$ cat src/rtl/leaf_double_mux.sv
// Leaf-side 2:1 packet mux/demux between one BFT leaf port and a double-page slot.
// Egress merges two per-page FIFOs round-robin; ingress steers by one header bit.
module leaf_double_mux #(
  parameter int unsigned PKT_W   = 49,
  parameter int unsigned DEPTH   = 16,
  parameter int unsigned SEL_BIT = 43,
  parameter int unsigned CNT_W   = 16
) (
  input  logic             clk_400,
  input  logic             reset_400_n,
  input  logic [PKT_W-1:0] din_leaf_bft2interface,
  output logic [PKT_W-1:0] dout_leaf_interface2bft,
  input  logic             resend_in,
  input  logic [PKT_W-1:0] dout_leaf_interface2bft_0,
  input  logic [PKT_W-1:0] dout_leaf_interface2bft_1,
  output logic [PKT_W-1:0] din_leaf_bft2interface_0,
  output logic [PKT_W-1:0] din_leaf_bft2interface_1,
  output logic             resend_0,
  output logic             resend_1,
  output logic [CNT_W-1:0] drop_cnt_0,
  output logic [CNT_W-1:0] drop_cnt_1
);

  localparam int unsigned AW = $clog2(DEPTH);
  localparam logic [AW:0] AF_LVL = (AW+1)'(DEPTH - 2);

  typedef enum logic {RR_P0, RR_P1} rr_t;

  rr_t rr_q, rr_d;
  logic [1:0][PKT_W-1:0] page_pkt;
  logic [1:0][PKT_W-1:0] head;
  logic [1:0][CNT_W-1:0] drop;
  logic [1:0]            empty, full, pop, af;

  assign page_pkt = {dout_leaf_interface2bft_1, dout_leaf_interface2bft_0};

  // Ingress: registered steer, invalid packets become all-zero on both pages
  always_ff @(posedge clk_400 or negedge reset_400_n) begin
    if (!reset_400_n) begin
      din_leaf_bft2interface_0 <= '0;
      din_leaf_bft2interface_1 <= '0;
    end else begin
      din_leaf_bft2interface_0 <= (din_leaf_bft2interface[PKT_W-1] && !din_leaf_bft2interface[SEL_BIT])
                                  ? din_leaf_bft2interface : '0;
      din_leaf_bft2interface_1 <= (din_leaf_bft2interface[PKT_W-1] && din_leaf_bft2interface[SEL_BIT])
                                  ? din_leaf_bft2interface : '0;
    end
  end

  for (genvar k = 0; k < 2; k++) begin : g_fifo
    logic [PKT_W-1:0] mem [DEPTH];
    logic [AW:0]      wr_ptr, rd_ptr, cnt;
    logic [CNT_W-1:0] drop_q;
    logic             af_q, push, accept;

    assign cnt      = wr_ptr - rd_ptr;
    assign push     = page_pkt[k][PKT_W-1];
    assign empty[k] = (wr_ptr == rd_ptr);
    assign full[k]  = (wr_ptr[AW] != rd_ptr[AW]) && (wr_ptr[AW-1:0] == rd_ptr[AW-1:0]);
    // A pop in the same cycle frees the slot, so a full FIFO still accepts
    assign accept   = push && (!full[k] || pop[k]);
    assign head[k]  = mem[rd_ptr[AW-1:0]];
    assign drop[k]  = drop_q;
    assign af[k]    = af_q;

    always_ff @(posedge clk_400) begin
      if (accept) mem[wr_ptr[AW-1:0]] <= page_pkt[k];
    end

    always_ff @(posedge clk_400 or negedge reset_400_n) begin
      if (!reset_400_n) begin
        wr_ptr <= '0;
        rd_ptr <= '0;
        drop_q <= '0;
        af_q   <= 1'b0;
      end else begin
        if (accept) wr_ptr <= wr_ptr + 1'b1;
        if (pop[k]) rd_ptr <= rd_ptr + 1'b1;
        if (push && !accept && (drop_q != '1)) drop_q <= drop_q + 1'b1;
        af_q <= (cnt >= AF_LVL);
      end
    end
  end

  assign resend_0   = af[0];
  assign resend_1   = af[1];
  assign drop_cnt_0 = drop[0];
  assign drop_cnt_1 = drop[1];

  // Pointer only moves when both pages contend
  always_comb begin
    pop  = '0;
    rr_d = rr_q;
    if (!resend_in) begin
      if (!empty[0] && !empty[1]) begin
        if (rr_q == RR_P0) begin
          pop[0] = 1'b1;
          rr_d   = RR_P1;
        end else begin
          pop[1] = 1'b1;
          rr_d   = RR_P0;
        end
      end else if (!empty[0]) begin
        pop[0] = 1'b1;
      end else if (!empty[1]) begin
        pop[1] = 1'b1;
      end
    end
  end

  always_ff @(posedge clk_400 or negedge reset_400_n) begin
    if (!reset_400_n) begin
      rr_q                    <= RR_P0;
      dout_leaf_interface2bft <= '0;
    end else begin
      rr_q <= rr_d;
      if (!resend_in) begin
        if (pop[0])      dout_leaf_interface2bft <= head[0];
        else if (pop[1]) dout_leaf_interface2bft <= head[1];
        else             dout_leaf_interface2bft <= '0;
      end
    end
  end

endmodule
$ cat config.mk
export PLATFORM = sky130hd
export DESIGN_NAME = leaf_double_mux
export DESIGN_NICKNAME = d
export VERILOG_FILES = /design/src/rtl/leaf_double_mux.sv
export SDC_FILE = /design/constraint.sdc
export NUM_CORES = 2
export LEC_CHECK = 0
export BUFFER_PORTS_ARGS = -buffer_cell sky130_fd_sc_hd__buf_2
export CAP_MARGIN = 20
export CORE_ASPECT_RATIO = 1.4
export CORE_MARGIN = 5
export CORE_UTILIZATION = 45
export DETAILED_ROUTE_END_ITERATION = 6
export PLACE_DENSITY_LB_ADDON = 0.3
export SLEW_MARGIN = 40
export SYNTH_ARGS = -nofsm -noshare
export SYNTH_HDL_FRONTEND = slang
export SYNTH_SLANG_ARGS = --single-unit
$ cat constraint.sdc
create_clock -name clk_400 -period 7.3 [get_ports clk_400]
set_clock_uncertainty 0.05 [all_clocks]
set_input_delay 2.19 -clock clk_400 [delete_from_list [all_inputs] [get_ports clk_400]]
set_output_delay 2.19 -clock clk_400 [all_outputs]
set_load 0.02 [all_outputs]
# --- Word-level counts from Yosys, hierarchy flattened ---
# Memories as Yosys holds them, arrays and structs flattened.
# Index checks and enable logic that the tools add are counted.
word_totals:
  mem_bits_rw: 1568
  input_bits: 150
  elab_cells: 69
  n_memories: 2
  regBits: 202
  out_inout_bits: 181
mem_list:
  columns: ["memory", "depth", "word_bits", "rd", "rd_clocked_by_memory_dff", "write_ports", "line", "source"]
  rows:
  - ["g_fifo[0].mem", 16, 49, 1, 0, 1, "51", "logic [PKT_W-1:0] mem [DEPTH];"]
  - ["g_fifo[1].mem", 16, 49, 1, 0, 1, "51", null]
classes:
  n_eq_ne: 8
  bitwise: 1
  n_reduce_logical: 21
  n_addsub: 8
  magnitude_cmp: 2
  muxes: 15
op_table:
  columns: ["op", "count"]
  rows:
  - ["49-bit two-way mux", 4]
  - ["16-bit by 1-bit adder with 16-bit output (second input constant)", 2]
  - ["16-bit != test (second input constant)", 2]
  - ["5-bit by 1-bit adder with 5-bit output (second input constant)", 4]
  - ["1-bit logical AND", 11]
  - ["5-bit equality test", 2]
  - ["5-bit by 4-bit >= comparator with 1-bit output (second input constant)", 2]
  - ["5-bit subtractor", 2]
  - ["1-bit two-way mux", 9]
  - ["4-bit equality test", 2]
  - ["1-bit zero test", 7]
  - ["2-bit two-way mux", 2]
  - ["1-bit logical OR", 2]
  - ["1-bit != test", 2]
  - ["2-bit AND reduction", 1]
  - ["1-bit NOT", 1]

# --- Depth between registers and ports, before layout ---
depth:
  depth_word: 10
  mapped_depth: 12
  ltp_nobuf: 9

# --- Worst setup path after synthesis ---
# No wires, ideal clock.
synth_path:
  kind: "in2reg"
  from: "in resend_in"
  to: "mem g_fifo[0].mem[7][0], enable pin"
  arrival_time_ps: 6583
  slack_ps: 141
  required_time_ps: 6724
  setup_time_ps: 526
  path_stages: 6
  path_cell_list: "buf_1 -> nor2_1 -> o41a_1 -> buf_2 -> nand2_1 -> nor3b_1"
synth_via:
  elab_chain_cells: 5
synth_rtl:
  columns: ["element", "line", "source"]
  rows:
  - ["start, declared", "13", "input logic resend_in,"]
  - ["2-bit two-way mux", "94", "if (!resend_in) begin"]
  - ["1-bit logical OR", "61", "assign accept = push && (!full[k] || pop[k]);"]
  - ["1-bit logical AND", "61", null]
  - ["1-bit two-way mux", "67", "if (accept) mem[wr_ptr[AW-1:0]] <= page_pkt[k];"]
  - ["1-bit two-way mux (not written as such)", "67", null]
  - ["end, declared", "51", null]
# No other way between the ends.

# --- Worst setup path after layout ---
layout_path:
  from: "reg g_fifo[0].rd_ptr[3]"
  to: "mem g_fifo[1].mem[13][31], enable pin"
layout_via:
  elab_chain_cells: 9
  elab_cells_between_ends: 10
  cone_classes: "1 x eq/ne; 5 x mux; 4 x reduce/logical"
layout_rtl:
  columns: ["element", "line", "source"]
  rows:
  - ["start, declared", "52", "logic [AW:0] wr_ptr, rd_ptr, cnt;"]
  - ["start signal, assigned", "78", "if (pop[k]) rd_ptr <= rd_ptr + 1'b1;"]
  - ["5-bit equality test *", "58", "assign empty[k] = (wr_ptr == rd_ptr);"]
  - ["1-bit zero test", null, null]
  - ["1-bit logical AND", "95", "if (!empty[0] && !empty[1]) begin"]
  - ["2-bit two-way mux *", "95", null]
  - ["2-bit two-way mux *", "94", null]
  - ["1-bit logical OR *", "61", null]
  - ["1-bit logical AND *", "61", null]
  - ["1-bit two-way mux *", "67", null]
  - ["1-bit two-way mux (not written as such) *", "67", null]
  - ["end, declared", "51", null]
# Mark *: on every way between the ends. The rest lies on a longest branch, timed or not.

==> flow_metrics.py <==
metrics = {
    "cells_and_area": {
        "fillers": 11800,
        "final_cells": 5921,
        "syn_to_final_growth_pct": 14.7,
        "final_nets": 3982,
        "fin_util_pct": 52.0,
        "final_area_um2": 77800,
        "layout-drive-gt1-share_pct": 26.4,
    },
    "die": {
        "die_w_um": 338,
        "die_h_um": 469,
        "initial_core_util_pct": 45.3,
        "die_area_um2": 159000,
        "core_area_um2": 150000,
        "rows": 168,
        "pin_count": 331,
    },
    "setup_path": {
        "slowest_stage": "dfrtp_4",
        "path_class": "flip-flop to flip-flop",
        "arrival_ns": 5.07,
        "crit_path_max_fanout": 58,
        "path_cells": "inv_4, ha_1, nand4_1, nor3_1, o41a_1, nand2_1, nor2_4, buf_16, buf_4",
        "crit_path_end_kind": "flip-flop",
        "slowest_delay_ns": 0.94,
        "worstPathRequired_ns": 7.69,
        "critPathLaunchType": "flip-flop",
    },
    "synthesis": {
        "yosys_register_bits": 1769,
        "synth_enable_flop_cells": 1568,
        "synth-async-reset-ratio_pct": 11.4,
        "synth_top_cells_by_area": "edfxtp_1 (69%), mux4_2 (9.8%), dfrtp_1 (7.4%), mux2i_1 (2.9%), nand2_1 (1.5%)",
        "synth_warnings": 0,
        "synth_top_cell_area_share_pct": 69.5,
        "yosysSeqAreaShare_pct": 76.9,
        "synth_area_um2": 67800,
        "mappedNetlistNets": 3592,
        "synth_largest_area_cell": "edfxtp_1",
        "synthFlopType": "edfxtp_1",
        "synthCells": 3420,
        "ys_types": 67,
        "synth.avg_cell_area_um2": 19.8,
    },
    "routing": {
        "drc_errors": 0,
        "final_antenna_net_count": 0,
        "vias": 34000,
        "dr.pass1.iters": 5,
        "wl_per_cell_um": 27.5,
        "viasPerCell": 5.74,
        "drtIter0Drc": 3110,
        "wirelength_um": 163000,
    },
    "global_route": {
        "met1_usage_pct": 26.9,
        "grt.total_usage_pct": 20.4,
        "grt-ovfl-total": 0,
        "grt_pass1_wl_um": 238000,
        "antenna_found_initial": 31,
        "grt_start_max_net_pins": 106,
        "top_usage_layer": "met2",
        "grtUsageMet2_pct": 35.1,
        "grtUsageMet3_pct": 4.02,
        "grt_pass1_vias": 35000,
    },
    "clocking": {
        "cts-buffers-inserted": 167,
        "cts_setup_buffers": 0,
        "clk_pin_slew_ns": 0.06,
        "ctsHoldBuffers": 0,
        "clockRootBuffer": "clkbuf_16",
        "cts_tree": "yes",
        "htreeDepth": 4,
        "clock_latency_ns": 0.80,
        "ctsResizeCount": 0,
        "cts_num_sinks": 1769,
        "ctsLongestPathBuffers": 3,
    },
    "placement": {
        "dpl.cell_count": 5593,
        "place_area_um2": 72100,
        "hpwl_um": 99500,
        "numPortBuffers": 330,
        "dp_slack_ns": 1.95,
        "routabilityCongestion": 0.778,
    },
    "power": {
        "swShare_pct": 31.4,
        "internal_power_mw": 20.4,
        "total_power_mw": 29.7,
        "ir_drop_uv": 289,
        "pwr-share-clk_pct": 29.4,
        "power_frac_seq_pct": 43.4,
        "power.net_switching_mw": 9.33,
        "power_density_nw_per_um2": 382,
        "p_leak_nw": 27.0,
        "combPwrFrac_pct": 27.1,
    },
    "sta": {
        "fin_tns_setup_ns": 0,
        "hold_viol": 0,
        "fmaxAchievable_mhz": 214,
        "hold_slack_ns": 0.443,
        "slew_violations": 0,
        "setup_ws_ns": 2.62,
        "rsz0062_at_grt": "false",
        "relSlewSlack_pct": 40.2,
        "setup_viol_count_final": 0,
        "worstMarginPinSlew_ns": 0.897,
        "finalCriticalPeriod_ns": 4.68,
        "post-route-period-util_pct": 64.1,
    },
    "min_path": {
        "hp-class": "flip-flop to flip-flop",
    },
    "outcome": {
        "status": "finished, final reports clean",
    },
    "job": {
        "cap_violations": 0,
    },
}
## layout make-up
cell class              instances  area, um^2  area share (%)
repair buffers                414        2710            3.48
multi-input cells            1435       14800            19.0
clock inverters                78         902            1.16
flip-flops and latches       1769       52100            67.0
inverters                      23        92.6           0.119
well taps                    1955        2450            3.14
diodes                         12        30.0          0.0386
clock buffers                 235        4650            5.98
## placed cells by master (no fill, tap or decap), types with 9 or more instances in the layout
cell,count
edfxtp_1,1568
nand3_1,157
nor3_2,11
dfrtp_1,194
nor2_1,11
nand2_1,273
and3_1,49
a221oi_2,20
diode_2,12
clkbuf_8,15
xnor2_1,23
buf_4,49
inv_1,18
xor2_1,24
mux4_2,294
ha_1,20
mux2i_1,198
clkbuf_1,50
buf_2,328
a22o_1,48
buf_12,20
a221oi_1,30
and2_1,50
clkbuf_16,170
clkinv_2,19
o221ai_1,48
nor3_1,14
nand4_1,12
clkinv_1,25
bufinv_16,15
o211ai_1,48
nor2b_1,9
## critical path, delay by kind of cell (launching register included)
kind	cells	cell delay, ns
and+or+nand+nor	4	1.11
buffers and inverters	3	1.04
DFF	1	0.94
AOI/OAI and AO/OA	1	0.62
adders and majority gates	1	0.49
## layer usage
layer	wire length, um	vias up
li1	-	14600
met1	63800	17900
met2	83900	1194
met3	11500	246
met4	3600	20
met5	138	-
## cell usage after synthesis, drive strengths merged (5+ instances only)
master / number
edfxtp: 1568
mux4: 294
nand2: 275
dfrtp: 201
mux2i: 198
nand3: 158
buf: 102
clkbuf: 91
and3: 57
a221oi: 50
and2: 50
o211ai: 49
a22o: 48
o221ai: 48
nor3: 28
xor2: 25
xnor2: 24
inv: 22
ha: 20
nor2: 18
nand4: 13
nor3b: 11
nor2b: 10
o21ai: 9
nor4: 7
a21oi: 5
## power groups by stage
stage	Clock, mW	Combinational [mW]	Sequential, mW
floorplan	0	5.48	12.9
global placement	0	7.92	13.2
detailed placement	0	8.15	13.1
CTS	8.93	8.17	12.9
global route	9.36	8.65	13.0
finish	8.75	8.07	12.9
## flip-flops by register name, summed over array words and instances (netlist names)
signal	count
din_leaf_bft2interface_0	49
din_leaf_bft2interface_1	48
dout_leaf_interface2bft	49
drop_cnt_0	16
drop_cnt_1	16
g_fifo.mem	1568
g_fifo.rd_ptr	10
g_fifo.wr_ptr	10
resend_0	1
resend_1	1
rr_q	1
## final timing paths
| check | slack [ns] | cells after the start | from | end |
|---|---|---|---|---|
| max | 2.62 | 9 | g_fifo[0].rd_ptr[3] | g_fifo[1].mem[13][31] |
| min | 0.44 | 1 | drop_cnt_0[4] | drop_cnt_0[4] |
| max reg2reg | 2.62 | 9 | g_fifo[0].rd_ptr[3] | g_fifo[1].mem[13][31] |
| min reg2reg | 0.44 | 1 | drop_cnt_0[4] | drop_cnt_0[4] |
| max in group asynchronous | 4.97 | 2 | reset_400_n | g_fifo[0].rd_ptr[0] |
| min in group asynchronous | 1.19 | 1 | reset_400_n | drop_cnt_1[9] |
## cell families after synthesis
family | share of synthesized area, %
other | 0.00553
muxes | 12.8
xor gates and xnor gates | 0.655
and+or+nand+nor | 4.74
DFF | 76.9
adders and majority gates | 0.428
AOI/OAI and AO/OA | 2.97
buffers and inverters | 1.57
No activity file was read; power rests on OpenSTA's default activity.
